[config.mk]
export PLATFORM = sky130hd
export DESIGN_NAME = control_fsm
export DESIGN_NICKNAME = d
export VERILOG_FILES = /design/src/rtl/control_fsm.sv
export SDC_FILE = /design/constraint.sdc
export NUM_CORES = 1
export LEC_CHECK = 0
export ABC_AREA = 1
export ABC_CLOCK_PERIOD_IN_PS = 1800
export CAP_MARGIN = 20
export CORE_UTILIZATION = 34
export DETAILED_ROUTE_END_ITERATION = 16
export SLEW_MARGIN = 0
export SYNTH_ARGS = -nofsm -noshare
export SYNTH_HDL_FRONTEND = slang
export SYNTH_SLANG_ARGS = --single-unit
[constraint.sdc]
create_clock -name clk -period 1.8 [get_ports clk]
set_clock_uncertainty 0.15 [all_clocks]
set_input_delay 0.36 -clock clk [delete_from_list [all_inputs] [get_ports clk]]
set_output_delay 0.36 -clock clk [all_outputs]
set_load 0.005 [all_outputs]
[src/rtl/control_fsm.sv]
// Multi-cycle RV32I control unit: sequences FETCH/DECODE/EXECUTE/MEM/WB and drives datapath strobes.
// Latency (zero-wait memories): R/I 4 cycles, BRANCH 3, STORE 4, LOAD 5, counted from FETCH entry.
// Backpressure: stalls in FETCH/MEM until imem_ready/mem_ready; traps after MEM_TIMEOUT+1 idle cycles.
module control_fsm #(
  parameter int MEM_TIMEOUT = 15
) (
  input  logic        clk,
  input  logic        reset,
  input  logic [31:0] imem_rdata,
  input  logic        imem_ready,
  input  logic        mem_ready,
  output logic        imem_req,
  output logic        ir_write,
  output logic        pc_write,
  output logic        reg_write,
  output logic        alu_src,
  output logic        mem_to_reg,
  output logic        mem_read,
  output logic        mem_write,
  output logic        branch,
  output logic [3:0]  alu_op,
  output logic        trap,
  output logic [2:0]  state
);

  localparam int CW = $clog2(MEM_TIMEOUT + 1);
  localparam logic [CW-1:0] TMO = CW'(MEM_TIMEOUT);

  localparam logic [6:0] OP_R      = 7'b0110011;
  localparam logic [6:0] OP_I      = 7'b0010011;
  localparam logic [6:0] OP_LOAD   = 7'b0000011;
  localparam logic [6:0] OP_STORE  = 7'b0100011;
  localparam logic [6:0] OP_BRANCH = 7'b1100011;

  typedef enum logic [2:0] {
    S_FETCH  = 3'd0,
    S_DECODE = 3'd1,
    S_EXEC   = 3'd2,
    S_MEM    = 3'd3,
    S_WB     = 3'd4,
    S_TRAP   = 3'd7
  } state_t;

  typedef enum logic [2:0] {
    C_NONE, C_R, C_I, C_LOAD, C_STORE, C_BRANCH
  } iclass_t;

  state_t        state_q, state_d;
  logic [CW-1:0] cnt_q, cnt_d;
  logic [6:0]    opcode_q;
  logic [2:0]    funct3_q;
  logic          f7b5_q;
  iclass_t       cls_q, dec_cls;
  logic [3:0]    alu_op_q, dec_alu_op;
  logic          alu_src_q, dec_alu_src;
  logic          mem_to_reg_q, dec_mem_to_reg;
  logic          alt;

  logic imem_req_c, ir_write_c, pc_write_c, reg_write_c;
  logic mem_read_c, mem_write_c, branch_c;

  // Only opcode, funct3 and funct7[5] steer control; register/immediate fields belong to the datapath.
  logic unused_rdata_bits;
  assign unused_rdata_bits = ^{imem_rdata[31], imem_rdata[29:15], imem_rdata[11:7]};

  // Decode the latched instruction fields into class and ALU controls.
  always_comb begin
    dec_cls        = C_NONE;
    dec_alu_op     = 4'b0000;
    dec_alu_src    = 1'b0;
    dec_mem_to_reg = 1'b0;
    // funct7[5] picks sub/sra for R-type, but for I-type only srai uses it (addi imm bit 10 is data).
    alt = f7b5_q & ((opcode_q == OP_R) | (funct3_q == 3'b101));
    case (opcode_q)
      OP_R:      dec_cls = C_R;
      OP_I:      dec_cls = C_I;
      OP_LOAD:   dec_cls = C_LOAD;
      OP_STORE:  dec_cls = C_STORE;
      OP_BRANCH: dec_cls = C_BRANCH;
      default:   dec_cls = C_NONE;
    endcase
    if (dec_cls == C_R || dec_cls == C_I) begin
      case (funct3_q)
        3'b000:  dec_alu_op = alt ? 4'b0001 : 4'b0000;
        3'b001:  dec_alu_op = 4'b0101;
        3'b010:  dec_alu_op = 4'b1000;
        3'b011:  dec_alu_op = 4'b1001;
        3'b100:  dec_alu_op = 4'b0100;
        3'b101:  dec_alu_op = alt ? 4'b0111 : 4'b0110;
        3'b110:  dec_alu_op = 4'b0011;
        default: dec_alu_op = 4'b0010;
      endcase
    end else if (dec_cls == C_BRANCH) begin
      dec_alu_op = 4'b0001;
    end
    dec_alu_src    = (dec_cls == C_I) || (dec_cls == C_LOAD) || (dec_cls == C_STORE);
    dec_mem_to_reg = (dec_cls == C_LOAD);
  end

  // Next state, timeout counter and per-state strobes.
  always_comb begin
    state_d     = state_q;
    cnt_d       = cnt_q;
    imem_req_c  = 1'b0;
    ir_write_c  = 1'b0;
    pc_write_c  = 1'b0;
    reg_write_c = 1'b0;
    mem_read_c  = 1'b0;
    mem_write_c = 1'b0;
    branch_c    = 1'b0;
    case (state_q)
      S_FETCH: begin
        imem_req_c = 1'b1;
        if (imem_ready) begin
          ir_write_c = 1'b1;
          state_d    = S_DECODE;
        end else if (cnt_q == TMO) begin
          state_d = S_TRAP;
        end else begin
          cnt_d = cnt_q + CW'(1);
        end
      end
      S_DECODE: state_d = (dec_cls == C_NONE) ? S_TRAP : S_EXEC;
      S_EXEC: begin
        case (cls_q)
          C_LOAD, C_STORE: begin
            state_d = S_MEM;
            cnt_d   = '0;
          end
          C_BRANCH: begin
            branch_c   = 1'b1;
            pc_write_c = 1'b1;
            state_d    = S_FETCH;
            cnt_d      = '0;
          end
          default: state_d = S_WB;
        endcase
      end
      S_MEM: begin
        mem_read_c  = (cls_q == C_LOAD);
        mem_write_c = (cls_q == C_STORE);
        // Ready on the final counted cycle still completes the access.
        if (mem_ready) begin
          if (cls_q == C_STORE) begin
            pc_write_c = 1'b1;
            state_d    = S_FETCH;
            cnt_d      = '0;
          end else begin
            state_d = S_WB;
          end
        end else if (cnt_q == TMO) begin
          state_d = S_TRAP;
        end else begin
          cnt_d = cnt_q + CW'(1);
        end
      end
      S_WB: begin
        reg_write_c = 1'b1;
        pc_write_c  = 1'b1;
        state_d     = S_FETCH;
        cnt_d       = '0;
      end
      S_TRAP:  state_d = S_TRAP;
      default: state_d = S_TRAP;
    endcase
  end

  // State register and wait counter.
  always_ff @(posedge clk or negedge reset) begin
    if (!reset) begin
      state_q <= S_FETCH;
      cnt_q   <= '0;
    end else begin
      state_q <= state_d;
      cnt_q   <= cnt_d;
    end
  end

  // Capture the control-relevant instruction fields when the fetch completes.
  always_ff @(posedge clk or negedge reset) begin
    if (!reset) begin
      opcode_q <= '0;
      funct3_q <= '0;
      f7b5_q   <= 1'b0;
    end else if (state_q == S_FETCH && imem_ready) begin
      opcode_q <= imem_rdata[6:0];
      funct3_q <= imem_rdata[14:12];
      f7b5_q   <= imem_rdata[30];
    end
  end

  // Register decoded controls in DECODE; they hold through EXECUTE/MEM/WB.
  always_ff @(posedge clk or negedge reset) begin
    if (!reset) begin
      cls_q        <= C_NONE;
      alu_op_q     <= '0;
      alu_src_q    <= 1'b0;
      mem_to_reg_q <= 1'b0;
    end else if (state_q == S_DECODE && dec_cls != C_NONE) begin
      cls_q        <= dec_cls;
      alu_op_q     <= dec_alu_op;
      alu_src_q    <= dec_alu_src;
      mem_to_reg_q <= dec_mem_to_reg;
    end
  end

  // Strobes are forced low while reset is held so an aborted instruction leaves no side effects.
  assign imem_req   = reset & imem_req_c;
  assign ir_write   = reset & ir_write_c;
  assign pc_write   = reset & pc_write_c;
  assign reg_write  = reset & reg_write_c;
  assign mem_read   = reset & mem_read_c;
  assign mem_write  = reset & mem_write_c;
  assign branch     = reset & branch_c;
  assign trap       = (state_q == S_TRAP);
  assign alu_op     = trap ? 4'b0000 : alu_op_q;
  assign alu_src    = ~trap & alu_src_q;
  assign mem_to_reg = ~trap & mem_to_reg_q;
  assign state      = state_q;

endmodule

==> qor.txt <==
Status = finished, violations left
Failing checks = negative setup slack
Register area share after synthesis = 42.0%
Mapped Nets = 274
Mux cell area share after synthesis = 0%
Crit Path Class = reg2out
Cell taking the most area after synthesis = dfrtp_1
CTS H-tree depth = 1
Slew Limit Fails = 0
Wirelength, routed = 4.04 mm
Synth Area in XOR/XNOR = 0%
Routed Antenna Nets = 0
Synth Area in Compound Gates = 7.07%
Crit end category = output port
Synthesis-to-layout area growth = 53.3%
Drt pass-1 iters = 8
Synth Area in Adders = 0.777%
GPL Wtd Cong = 0.800
Synth Area in Simple Gates = 40.6%
Power, Total = 0.00101 W
Area post-placement = 0.00219 mm^2
Initial core utilization = 36.2%
Worst-path clk slew = 0.10 ns
Final Hold Fails = 0
Clock latency at the later pin of the worst-skew pair = 0.28 ns
Maximum clock insertion buffer count = 2
Tightest Hold Check Type = in2async
Vias = 1706
P_leak = 1.33 nW
Synth Instances = 237
DIE AREA = 0.00502 mm^2
DRC viols = 0
Die height = 70.8 um
Power Density = 410 mW/mm^2
Final Cycle Share = 108%
Antenna diode count = 0
Placed Instances = 346
Share of Yosys cell area claimed by the top area cell type = 42.0%
Post-synth cell types = 21
Clk sinks = 27
CORE AREA = 0.00444 mm^2
Async set-reset flop share out of synthesis = 100%
Syn avg cell area = 6.79 um^2
Top cells by count, synth = nand2_1 (87), inv_1 (32), dfrtp_1 (27), nor2_1 (24), nand3_1 (16)
Total Nets Final = 356
WL/cell = 10.9 um
Worst slew margin = 77.2%
Clock root cell = clkbuf_8
WHS = 0.128 ns
# IOs = 53
GRT Residual Overflow = 0
First-pass GRT wire length = 6.93 mm
Synth warnings = 0
RSZ-0062 raised after global routing = true
Iter 0 DRT Violations = 86
Final Critical Period = 1.94 ns
Total track usage = 17.3%
Worst-Margin Slew = 0.341 ns
Fin util = 55.5%
Worst setup margin = -0.139 ns
Largest net degree at the start of global routing = 28
Top-count cell post-synth = nand2_1
EDFF count, synth = 0
Vias in the first global route = 1620
Max_cap viols = 0
Main flop type after synthesis = dfrtp_1
Final setup viols = 13
Hold Buf Count CTS = 0
Post-layout instance area = 0.00247 mm^2
F_max = 0.516 GHz
TritonCTS Buffers = 3
Port bufs = 31
Final Non-Filler Cells = 370
Netlist Area Pre-Place = 0.00161 mm^2
Dominant cells by area after synthesis = dfrtp_1 (42%), nand2_1 (20%), inv_1 (7.5%)
Peak supply drop = 0.297 mV
WP data required = 1.29 ns
Crit path max fanout = 6
Critical path data arrival time = 1.43 ns
Via-per-instance ratio = 4.61
CTS tree = built
Share of cells above drive strength 1 = 32.7%
Largest family of logic cells by synthesized area = simple AND/OR/NAND/NOR gates
#FFs+latches synth = 27
Post-DP HPWL = 2.90 mm
Initial antenna violation count = 0
Site row count = 24
Die width = 70.8 um
CP startpoint kind = flip-flop
## placed cells by master, fill, tap and decap left out, types with 2 or more instances in the layout
| cell type | netlist | layout |
|---|---|---|
| nor2_4 | 2 | 3 |
| clkdlybuf4s50_1 | 0 | 13 |
| nor3_4 | 1 | 2 |
| o21ai_2 | 1 | 2 |
| nor3_2 | 1 | 3 |
| buf_4 | 0 | 38 |
| dlygate4sd2_1 | 0 | 4 |
| nand3_1 | 16 | 14 |
| nand2_2 | 1 | 3 |
| nor2_1 | 24 | 21 |
| nand2_1 | 87 | 81 |
| buf_2 | 0 | 10 |
| buf_12 | 0 | 2 |
| nand2_4 | 0 | 4 |
| inv_1 | 32 | 25 |
| nor2_2 | 2 | 4 |
| o21ai_0 | 5 | 5 |
| clkbuf_8 | 0 | 3 |
| inv_2 | 6 | 13 |
| nand3_2 | 2 | 3 |
| dfrtp_1 | 27 | 26 |
| nand4_1 | 7 | 7 |
| buf_6 | 1 | 10 |
| o21ai_1 | 15 | 14 |
## cell type report
cell class,count,area (um^2)
Clock buffer,3,41.3
Clock inverter,1,7.51
Fill cell,421,1980
Inverter,38,143
Multi-Input combinational cell,171,871
Sequential cell,27,677
Tap cell,52,65.1
Timing Repair Buffer,78,664
## per-layer routing
metal | vias up | GRT usage, % | share of wire [%]
li1 | 909 | - | -
met1 | 764 | 23.7 | 49
met2 | 26 | 28.8 | 47
met3 | 7 | 1.71 | 1.8
met4 | 0 | 6.00 | 1.9
met5 | - | 0 | 0
## power breakdown
part	internal (W)	leakage, nW	total [W]	switching (W)
logic	0.0000287	0.985	0.0000514	0.0000227
clock network	0.000157	0.0217	0.000354	0.000196
registers	0.000606	0.320	0.000606	0
## cells by family after synthesis
family	after synthesis
adders and majority gates	1
AOI/OAI and AO/OA	22
and+or+nand+nor	148
DFF	27
buffers and inverters	39
## final timing paths
path	from	to	slack, ns	cells past startpoint
max	state[1]$_DFF_PN0_	alu_src	-0.14	7
max reg2reg	state[1]$_DFF_PN0_	state[1]$_DFF_PN0_	0.08	10
min reg2reg	opcode_q[0]$_DFFE_PN0P_	opcode_q[0]$_DFFE_PN0P_	0.34	2
min	reset	cls_q[0]$_DFFE_PN0P_	0.13	2
min in group clk	opcode_q[0]$_DFFE_PN0P_	opcode_q[0]$_DFFE_PN0P_	0.34	2
max in group asynchronous	reset	state[1]$_DFF_PN0_	1.10	2
## what timing repair did
item / in CTS / in global routing
gates resized for setup: 77 / 21
endpoints found under the setup margin: 17 / 15
setup buffers: 14 / 7
pin swaps: 9 / 9
## through the flow
step	TNS, ns	setup slack (ns)
finish	-1.26	-0.139
global placement	-4.27	-0.533
floorplan	0	0.203
CTS	-1.18	-0.163
global route	-2.42	-0.253
detailed placement	-4.26	-0.529
## state kept, by name, summed over array words and instances, names as in the netlist
register,cells
alu_src_q,1
f7b5_q,1
opcode_q,7
alu_op_q,4
cls_q,3
funct3_q,3
mem_to_reg_q,1
state,3
cnt_q,4
## critical path, stage by stage (launching register included)
cell	delay (ns)
dfrtp_2	0.47
inv_2	0.08
nor3_4	0.19
inv_2	0.09
buf_6	0.13
nand2_4	0.05
inv_2	0.02
buf_2	0.11
Note: power is estimated with default switching activity, not from simulation.
